[src/rtl/sram_mem_controller.sv]
// Memory-stage controller: turns a 32-bit LDR/STR at a byte address into two
// sequential 16-bit SRAM half-word accesses, stalling the pipeline via ready.
module sram_mem_controller #(
  parameter int unsigned REGISTER_LEN  = 32,
  parameter int unsigned ADDR_BASE     = 1024,
  parameter int unsigned SRAM_ADDR_W   = 18,
  parameter int unsigned SRAM_DATA_W   = 16,
  parameter int unsigned ACCESS_CYCLES = 2
) (
  input  logic                    clk,
  input  logic                    rst_n,
  input  logic                    mem_r_en,
  input  logic                    mem_w_en,
  input  logic [REGISTER_LEN-1:0] address,
  input  logic [REGISTER_LEN-1:0] wdata,
  output logic [REGISTER_LEN-1:0] rdata,
  output logic                    ready,
  output logic [SRAM_ADDR_W-1:0]  sram_addr,
  output logic                    sram_we_n,
  output logic [SRAM_DATA_W-1:0]  sram_dq_wr,
  output logic                    sram_dq_oe,
  input  logic [SRAM_DATA_W-1:0]  sram_dq_rd
);

  localparam int unsigned CNT_W  = 4;
  localparam int unsigned WORD_W = SRAM_ADDR_W - 1;

  typedef enum logic [1:0] {
    S_IDLE = 2'd0,
    S_LOW  = 2'd1,
    S_HIGH = 2'd2,
    S_DONE = 2'd3
  } state_t;

  state_t                  r_state;
  state_t                  w_state_nxt;
  logic [CNT_W-1:0]        r_cnt;
  logic [CNT_W-1:0]        w_cnt_nxt;

  logic [WORD_W-1:0]       r_word;
  logic [REGISTER_LEN-1:0] r_wdata;
  logic                    r_is_write;
  logic [REGISTER_LEN-1:0] r_rdata;
  logic [SRAM_ADDR_W-1:0]  r_sram_addr;
  logic                    r_sram_we_n;
  logic [SRAM_DATA_W-1:0]  r_sram_dq_wr;
  logic                    r_sram_dq_oe;

  logic                    w_req;
  logic                    w_last;
  logic [REGISTER_LEN-1:0] w_diff;
  logic [WORD_W-1:0]       w_word_idx;
  logic                    w_unused;
  logic                    w_acc_write;
  logic [WORD_W-1:0]       w_acc_word;
  logic [REGISTER_LEN-1:0] w_acc_wdata;
  logic [SRAM_ADDR_W-1:0]  w_addr_nxt;
  logic                    w_we_n_nxt;
  logic [SRAM_DATA_W-1:0]  w_dq_nxt;
  logic                    w_oe_nxt;

  // Byte address to word index; subtraction wraps for addresses below the base.
  assign w_diff     = address - REGISTER_LEN'(ADDR_BASE);
  assign w_word_idx = w_diff[SRAM_ADDR_W:2];
  assign w_unused   = ^{w_diff[REGISTER_LEN-1:SRAM_ADDR_W+1], w_diff[1:0]};

  assign w_req  = mem_r_en | mem_w_en;
  assign w_last = (r_cnt == CNT_W'(ACCESS_CYCLES - 1));

  // In IDLE the access is being accepted this cycle, so use the live inputs.
  assign w_acc_write = (r_state == S_IDLE) ? mem_w_en   : r_is_write;
  assign w_acc_word  = (r_state == S_IDLE) ? w_word_idx : r_word;
  assign w_acc_wdata = (r_state == S_IDLE) ? wdata      : r_wdata;

  assign ready = ((r_state == S_IDLE) && !w_req) || (r_state == S_DONE);

  assign rdata      = r_rdata;
  assign sram_addr  = r_sram_addr;
  assign sram_we_n  = r_sram_we_n;
  assign sram_dq_wr = r_sram_dq_wr;
  assign sram_dq_oe = r_sram_dq_oe;

  always_ff @(posedge clk) begin
    if (!rst_n) begin
      r_state <= S_IDLE;
      r_cnt   <= '0;
    end else begin
      r_state <= w_state_nxt;
      r_cnt   <= w_cnt_nxt;
    end
  end

  // Next state plus next SRAM bus values, registered so the bus is glitch-free.
  always_comb begin
    w_state_nxt = r_state;
    w_cnt_nxt   = r_cnt;
    w_addr_nxt  = r_sram_addr;
    w_we_n_nxt  = 1'b1;
    w_dq_nxt    = r_sram_dq_wr;
    w_oe_nxt    = 1'b0;

    case (r_state)
      S_IDLE: begin
        if (w_req) begin
          w_state_nxt = S_LOW;
          w_cnt_nxt   = '0;
        end
      end
      S_LOW: begin
        if (w_last) begin
          w_state_nxt = S_HIGH;
          w_cnt_nxt   = '0;
        end else begin
          w_cnt_nxt = r_cnt + CNT_W'(1);
        end
      end
      S_HIGH: begin
        if (w_last) begin
          w_state_nxt = S_DONE;
          w_cnt_nxt   = '0;
        end else begin
          w_cnt_nxt = r_cnt + CNT_W'(1);
        end
      end
      S_DONE: begin
        w_state_nxt = S_IDLE;
        w_cnt_nxt   = '0;
      end
      default: begin
        w_state_nxt = S_IDLE;
        w_cnt_nxt   = '0;
      end
    endcase

    if (w_state_nxt == S_LOW) begin
      w_addr_nxt = {w_acc_word, 1'b0};
      w_we_n_nxt = ~w_acc_write;
      w_oe_nxt   = w_acc_write;
      if (w_acc_write) begin
        w_dq_nxt = w_acc_wdata[SRAM_DATA_W-1:0];
      end
    end else if (w_state_nxt == S_HIGH) begin
      w_addr_nxt = {w_acc_word, 1'b1};
      w_we_n_nxt = ~w_acc_write;
      w_oe_nxt   = w_acc_write;
      if (w_acc_write) begin
        w_dq_nxt = w_acc_wdata[REGISTER_LEN-1:SRAM_DATA_W];
      end
    end
  end

  always_ff @(posedge clk) begin
    if (!rst_n) begin
      r_word       <= '0;
      r_wdata      <= '0;
      r_is_write   <= 1'b0;
      r_rdata      <= '0;
      r_sram_addr  <= '0;
      r_sram_we_n  <= 1'b1;
      r_sram_dq_wr <= '0;
      r_sram_dq_oe <= 1'b0;
    end else begin
      r_sram_addr  <= w_addr_nxt;
      r_sram_we_n  <= w_we_n_nxt;
      r_sram_dq_wr <= w_dq_nxt;
      r_sram_dq_oe <= w_oe_nxt;
      if ((r_state == S_IDLE) && w_req) begin
        r_word     <= w_word_idx;
        r_wdata    <= wdata;
        r_is_write <= mem_w_en;
      end
      // Read data is captured on the final cycle of each half-word phase.
      if (!r_is_write && w_last) begin
        if (r_state == S_LOW) begin
          r_rdata[SRAM_DATA_W-1:0] <= sram_dq_rd;
        end else if (r_state == S_HIGH) begin
          r_rdata[REGISTER_LEN-1:SRAM_DATA_W] <= sram_dq_rd;
        end
      end
    end
  end

endmodule

[config.mk]
export PLATFORM = sky130hd
export DESIGN_NAME = sram_mem_controller
export DESIGN_NICKNAME = d
export VERILOG_FILES = /design/src/rtl/sram_mem_controller.sv
export SDC_FILE = /design/constraint.sdc
export NUM_CORES = 1
export LEC_CHECK = 0
export ABC_AREA = 1
export BUFFER_PORTS_ARGS = -buffer_cell sky130_fd_sc_hd__buf_2
export CAP_MARGIN = 20
export CORE_UTILIZATION = 52
export CTS_CLUSTER_DIAMETER = 200
export DETAILED_ROUTE_END_ITERATION = 16
export HOLD_SLACK_MARGIN = 0.1
export PLACE_DENSITY = 0.8
export SLEW_MARGIN = 0
export SYNTH_ARGS = -nofsm -noshare
export SYNTH_HDL_FRONTEND = slang
export SYNTH_SLANG_ARGS = --single-unit
export TNS_END_PERCENT = 5
[constraint.sdc]
create_clock -name clk -period 3.1 [get_ports clk]
set_input_delay 0.62 -clock clk [delete_from_list [all_inputs] [get_ports clk]]
set_output_delay 0.62 -clock clk [all_outputs]
set_load 0.005 [all_outputs]
==> results of run 1 <==
-- cell families (layout without fill, tap and decap cells) --
family	after synthesis	count (layout)
simple gates	268	268
flops	124	124
xor+xnor	4	4
compound gates	230	230
fa+ha+maj	11	11
buf+inv	117	250
-- registers in the layout, indices dropped and copies added (netlist names) --
signal and flops:
r_cnt 4, sram_we_n 1, r_wdata 32, sram_dq_wr 16, r_state 2, sram_addr 18
rdata 32, sram_dq_oe 1, r_is_write 1, r_word 17
-- how the worst max path moves through the flow --
stage               depth (start not counted)              to  slack, ns
finish                                      7           ready       0.38
global route                               14   sram_dq_wr[2]       0.06
CTS                                        14   sram_dq_wr[0]       0.36
detailed placement                         14   sram_dq_wr[0]       0.36
global placement                           11   sram_dq_wr[0]       0.41
floorplan                                  17  sram_dq_wr[12]       0.66
-- per-stage QoR --
step,worst slack (ns),instances
3_3_place_gp,0.408,991
5_1_grt,0.0553,1023
2_1_floorplan,0.656,754
6_report,0.383,1023
3_5_place_dp,0.362,991
4_1_cts,0.361,1023
-- power by group through the flow --
stage	sequential, mW	combinational, mW	clock, mW
floorplan	2.29	2.87	0
global placement	2.27	3.74	0
detailed placement	2.28	3.81	0
CTS	2.26	3.84	2.12
global route	2.31	4.32	2.19
finish	2.26	3.84	2.09
-- placed cells by master (no fill, tap or decap), types with 3 or more instances in the layout --
master,instances
dfxtp_1,124
ha_1,10
bufinv_16,4
o21ai_1,11
buf_4,12
xor2_1,4
clkinv_4,4
a21oi_1,125
clkbuf_16,16
buf_2,137
inv_2,5
inv_1,62
o21ai_0,81
nor3_1,3
nor2_1,79
nand2_1,130
o211ai_1,6
inv_6,3
nand3_1,46
-- layout make-up --
cell class,instances,area [sq um]
fillers,910,3410
inverters,68,258
flip-flops and latches,124,2480
multi-input cells,513,2480
clock buffers,17,414
well taps,136,170
repair buffers,150,796
clock inverters,15,213
-- metal layers --
metal | vias up | wire length [microns]
met4 | 0 | 159
met1 | 2389 | 6340
met5 | - | 0
li1 | 2707 | -
met2 | 184 | 6090
met3 | 15 | 872
==> impl_metrics.json, run 1 <==
{
  "ys_types": 32,
  "r2r_setup_slack_ns": 0.39,
  "cts_tree": "built",
  "slowest_delay_ns": 0.39,
  "reg2reg_from": "r_state[0]",
  "cp_common_cell": "inv_1",
  "total_power_mw": 8.18,
  "tns_ns": 0,
  "slew_violations": 0,
  "ys_seq_area_share_pct": 45.5,
  "io_buffers": 137,
  "cts.sink_count": 124,
  "rr_endpoint": "sram_dq_wr[0]",
  "synth_edf_count": 0,
  "root_buffer": "clkbuf_8",
  "switching_power_mw": 3.53,
  "drt_iter0_markers": 340,
  "hp-class": "in2reg",
  "start_kind": "flop",
  "syn_area_per_cell_sq_um": 7.24,
  "max_freq_ghz": 0.368,
  "cts.path.max_buffers": 2,
  "drv_cap": 0,
  "cpMaxStageDelayCell": "dfxtp_1",
  "syn_area_sq_um": 5460,
  "cts_hold_buf": 0,
  "clk_latency_ns": 0.52,
  "setup_viol": 0,
  "rows": 37,
  "grt_max_degree": 76,
  "first_pass_iters": 5,
  "rsz0062_at_grt": "no",
  "gr-total-overflow": 0,
  "hold_depth": 2,
  "diodes": 0,
  "crit_required_ns": 2.48,
  "hold_viol": 0,
  "ctsResizeCount": 0,
  "fin_nets": 969,
  "grt_pass1_wl_mm": 22.3,
  "yosysMostFrequentCell": "nand2_1",
  "hold_path_startpoint": "address[10]",
  "busiest_layer": "met2",
  "postSynth.asyncResetShare_pct": 0,
  "path_clk_slew_ns": 0.06,
  "arrival_ns": 2.10,
  "status": "complete, no violations",
  "worst-path-max-fanout": 13,
  "grt_util_all_layers_pct": 25.2,
  "yosysWarnings": 0,
  "power_density_nw_per_um2": 1200,
  "synth_top_family_by_area": "compound AO/OA/AOI/OAI gates",
  "comb_power_share_pct": 46.9,
  "route.detailed.drc": 0,
  "grt_pass1_vias": 4700,
  "worst_slew_pin_slew_ns": 0.670,
  "path_delay_family": "buffers and inverters",
  "synth_cells": 754,
  "post_cts_buffers": 0,
  "die_w_microns": 104,
  "finalClockSkew_ns": 0.0106,
  "synth_area_leader_cell": "dfxtp_1",
  "core_area_sq_um": 10200,
  "synthTopCellsByCount": "nand2_1, a21oi_1, dfxtp_1",
  "synth_ff_type": "dfxtp_1",
  "cts_buffers": 17,
  "cp_cell_sequence": "inv_1 > ha_2 > buf_4 > nand2_1 > inv_1 > or2_2 > buf_2",
  "ir_drop_uv": 621,
  "synth_nets": 849,
  "dp_hpwl_mm": 8.88,
  "crit_start": "r_state[1]",
  "placed_area_sq_um": 6190,
  "synth_xor_area_share_pct": 0.642,
  "min_delay_worst_endpoint": "r_word[8]",
  "routed_via_density": 5.18,
  "synth-simple-area-share_pct": 20.4,
  "ys_top_cells_by_area": "dfxtp_1, a21oi_1, nand2_1, o21ai_0, nor2_1",
  "crit_type": "reg2out",
  "initial_core_util_pct": 53.4,
  "p_leak_nw": 3.11,
  "final.period_utilization_pct": 87.7,
  "min_period_ns": 2.72,
  "synth_compound_area_share_pct": 21.8,
  "finalInstanceArea_sq_um": 6820,
  "met1_usage_pct": 34.3,
  "wirelength_mm": 13.5,
  "die_y_microns": 104,
  "use_met2_pct": 39.5,
  "vias": 5295,
  "place.gp.congestion": 0.847,
  "slew-limit-headroom_pct": 55.3,
  "antenna_found_initial": 0,
  "clkPwrFrac_pct": 25.5,
  "synthMuxAreaShare_pct": 0,
  "area_growth_pct": 24.8,
  "die-area_sq_um": 10900,
  "h-tree-depth": 4,
  "crit_path_end_kind": "output pin",
  "p_seq_share_pct": 27.6,
  "yosys.area.top_type_share_pct": 45.5,
  "reg2reg_depth": 11,
  "use_met3_pct": 6.08,
  "drive_gt1_share_pct": 22.4,
  "pin_count": 153,
  "ys_ff_latch": 124,
  "p_int_mw": 4.65,
  "worst-path-buf-inv": 4,
  "wl_per_cell_microns": 13.2,
  "synth_fa_ha_area_share_pct": 2.52,
  "postRouteAntennaNets": 0,
  "worst_hold_slack_ns": 0.327,
  "netSwitchingFraction_pct": 43.1,
  "fin_util_pct": 66.6
}
(Power assumes the default switching activity.)
==> run 2: changes to the inputs <==
--- a/config.mk
+++ b/config.mk
@@ -8,6 +8,7 @@
 export ABC_AREA = 1
 export BUFFER_PORTS_ARGS = -buffer_cell sky130_fd_sc_hd__buf_2
 export CAP_MARGIN = 20
+export CORE_MARGIN = 2
 export CORE_UTILIZATION = 52
 export CTS_CLUSTER_DIAMETER = 200
 export DETAILED_ROUTE_END_ITERATION = 16
==> impl_metrics.json, run 2 (synthesis results as in run 1) <==
{
  "use_met3_pct": 5.40,
  "switching_power_mw": 3.49,
  "met1_usage_pct": 32.9,
  "netSwitchingFraction_pct": 43.2,
  "h-tree-depth": 4,
  "ir_drop_uv": 824,
  "setup_viol": 0,
  "hp-class": "in2reg",
  "cts.sink_count": 124,
  "first_pass_iters": 5,
  "r2r_setup_slack_ns": 0.25,
  "cts.path.max_buffers": 2,
  "reg2reg_depth": 12,
  "worst-path-max-fanout": 24,
  "finalClockSkew_ns": 0.0114,
  "nFillCells": 917,
  "area_growth_pct": 24.5,
  "die-area_sq_um": 11300,
  "core_area_sq_um": 10300,
  "drt_iter0_markers": 436,
  "comb_power_share_pct": 47.5,
  "postRouteAntennaNets": 0,
  "preCtsSetupSlack_ns": 0.237,
  "hold_path_startpoint": "address[10]",
  "cts_buffers": 17,
  "vias": 5232,
  "max_freq_ghz": 0.351,
  "root_buffer": "clkbuf_8",
  "p_int_mw": 4.59,
  "busiest_layer": "met2",
  "cpMaxStageDelayCell": "o21ai_4",
  "crit_type": "reg2reg",
  "drive_gt1_share_pct": 22.5,
  "cts_hold_buf": 0,
  "die_w_microns": 106,
  "drv_cap": 0,
  "wl_per_cell_microns": 13.0,
  "hold_viol": 0,
  "fin_nets": 970,
  "rows": 37,
  "crit_required_ns": 3.50,
  "reg2reg_from": "r_state[1]",
  "use_met2_pct": 36.6,
  "routed_via_density": 5.11,
  "path_clk_slew_ns": 0.06,
  "route.detailed.drc": 0,
  "antenna_found_initial": 0,
  "gr-total-overflow": 0,
  "status": "complete, no violations",
  "grt_max_degree": 76,
  "io_buffers": 137,
  "clk_latency_ns": 0.51,
  "final.period_utilization_pct": 92.0,
  "fin_ws_ns": 0.247,
  "finalInstanceArea_sq_um": 6800,
  "hold_depth": 2,
  "mostFrequentLayoutCell": "buf_2",
  "rsz0062_at_grt": "no",
  "layout_common_cells": "buf_2, nand2_1, a21oi_1",
  "clkPwrFrac_pct": 24.6,
  "die_y_microns": 106,
  "placed_area_sq_um": 6200,
  "cts_tree": "built",
  "crit_path_end_kind": "flop",
  "p_leak_nw": 3.11,
  "worst_slew_pin_slew_ns": 0.661,
  "p_seq_share_pct": 27.9,
  "rr_endpoint": "sram_dq_wr[1]",
  "slew_violations": 0,
  "post_cts_buffers": 0,
  "tns_ns": 0,
  "initial_core_util_pct": 53.1,
  "grt_pass1_vias": 4660,
  "cp_cell_sequence": "inv_1 > ha_2 > buf_4 > o211ai_1 > nand2_1 > inv_1 > ha_1 > nor2_1 > o21ai_4 > inv_4 > o21ai_0 > nor2_1",
  "ctsResizeCount": 0,
  "place.gp.congestion": 0.866,
  "power_density_nw_per_um2": 1190,
  "diodes": 0,
  "grt_util_all_layers_pct": 23.5,
  "dp_hpwl_mm": 8.83,
  "arrival_ns": 3.26,
  "start_kind": "flop",
  "wirelength_mm": 13.3,
  "path_delay_family": "compound AO/OA/AOI/OAI gates",
  "grt_pass1_wl_mm": 21.6,
  "min_period_ns": 2.85,
  "min_delay_worst_endpoint": "r_word[8]",
  "slew-limit-headroom_pct": 55.9,
  "slowest_delay_ns": 0.46,
  "pin_count": 153,
  "worst-path-buf-inv": 4
}
[run 2: metal layers]
layer	part of all wire (%)	vias to the layer above
met1	48	2337
li1	-	2712
met3	6.0	16
met2	45	167
met5	0	-
met4	1.2	0
[run 2: power groups by stage]
| stage | Clock, mW | Combinational (mW) | Sequential [mW] |
|---|---|---|---|
| after global routing | 2.09 | 4.32 | 2.31 |
| after CTS | 2.01 | 3.83 | 2.26 |
| after global placement | 0 | 3.76 | 2.28 |
| after floorplan | 0 | 2.87 | 2.29 |
| after detailed placement | 0 | 3.81 | 2.28 |
| final | 1.99 | 3.84 | 2.26 |
[run 2: metrics by stage]
stage	std cells	hold WS, ns	power [mW]	util (%)
4_1_cts	1024	0.326	8.10	66.1
3_5_place_dp	992	0.447	6.09	60.3
5_1_grt	1024	0.330	8.72	66.1
2_1_floorplan	754	0.430	5.16	-
3_3_place_gp	992	0.440	6.04	60.3
6_report	1024	0.346	8.08	66.1
[run 2: final cells by class]
class | count | area [sq um] | area share, %
clock buffers | 18 | 428 | 6.30
well taps | 136 | 170 | 2.50
inverters | 68 | 258 | 3.79
flip-flops and latches | 124 | 2480 | 36.5
repair buffers | 151 | 803 | 11.8
multi-input cells | 513 | 2480 | 36.5
clock inverters | 14 | 170 | 2.50
[run 2: worst max-delay path by stage]
stage,startpoint,to,cells after the start
after floorplan,r_state[1],sram_dq_wr[12],17
after global placement,r_state[1],sram_dq_wr[4],12
after detailed placement,r_state[1],sram_dq_wr[1],12
after CTS,r_state[1],sram_dq_wr[1],12
after global routing,r_state[1],sram_dq_wr[2],12
final,r_state[1],sram_dq_wr[1],12
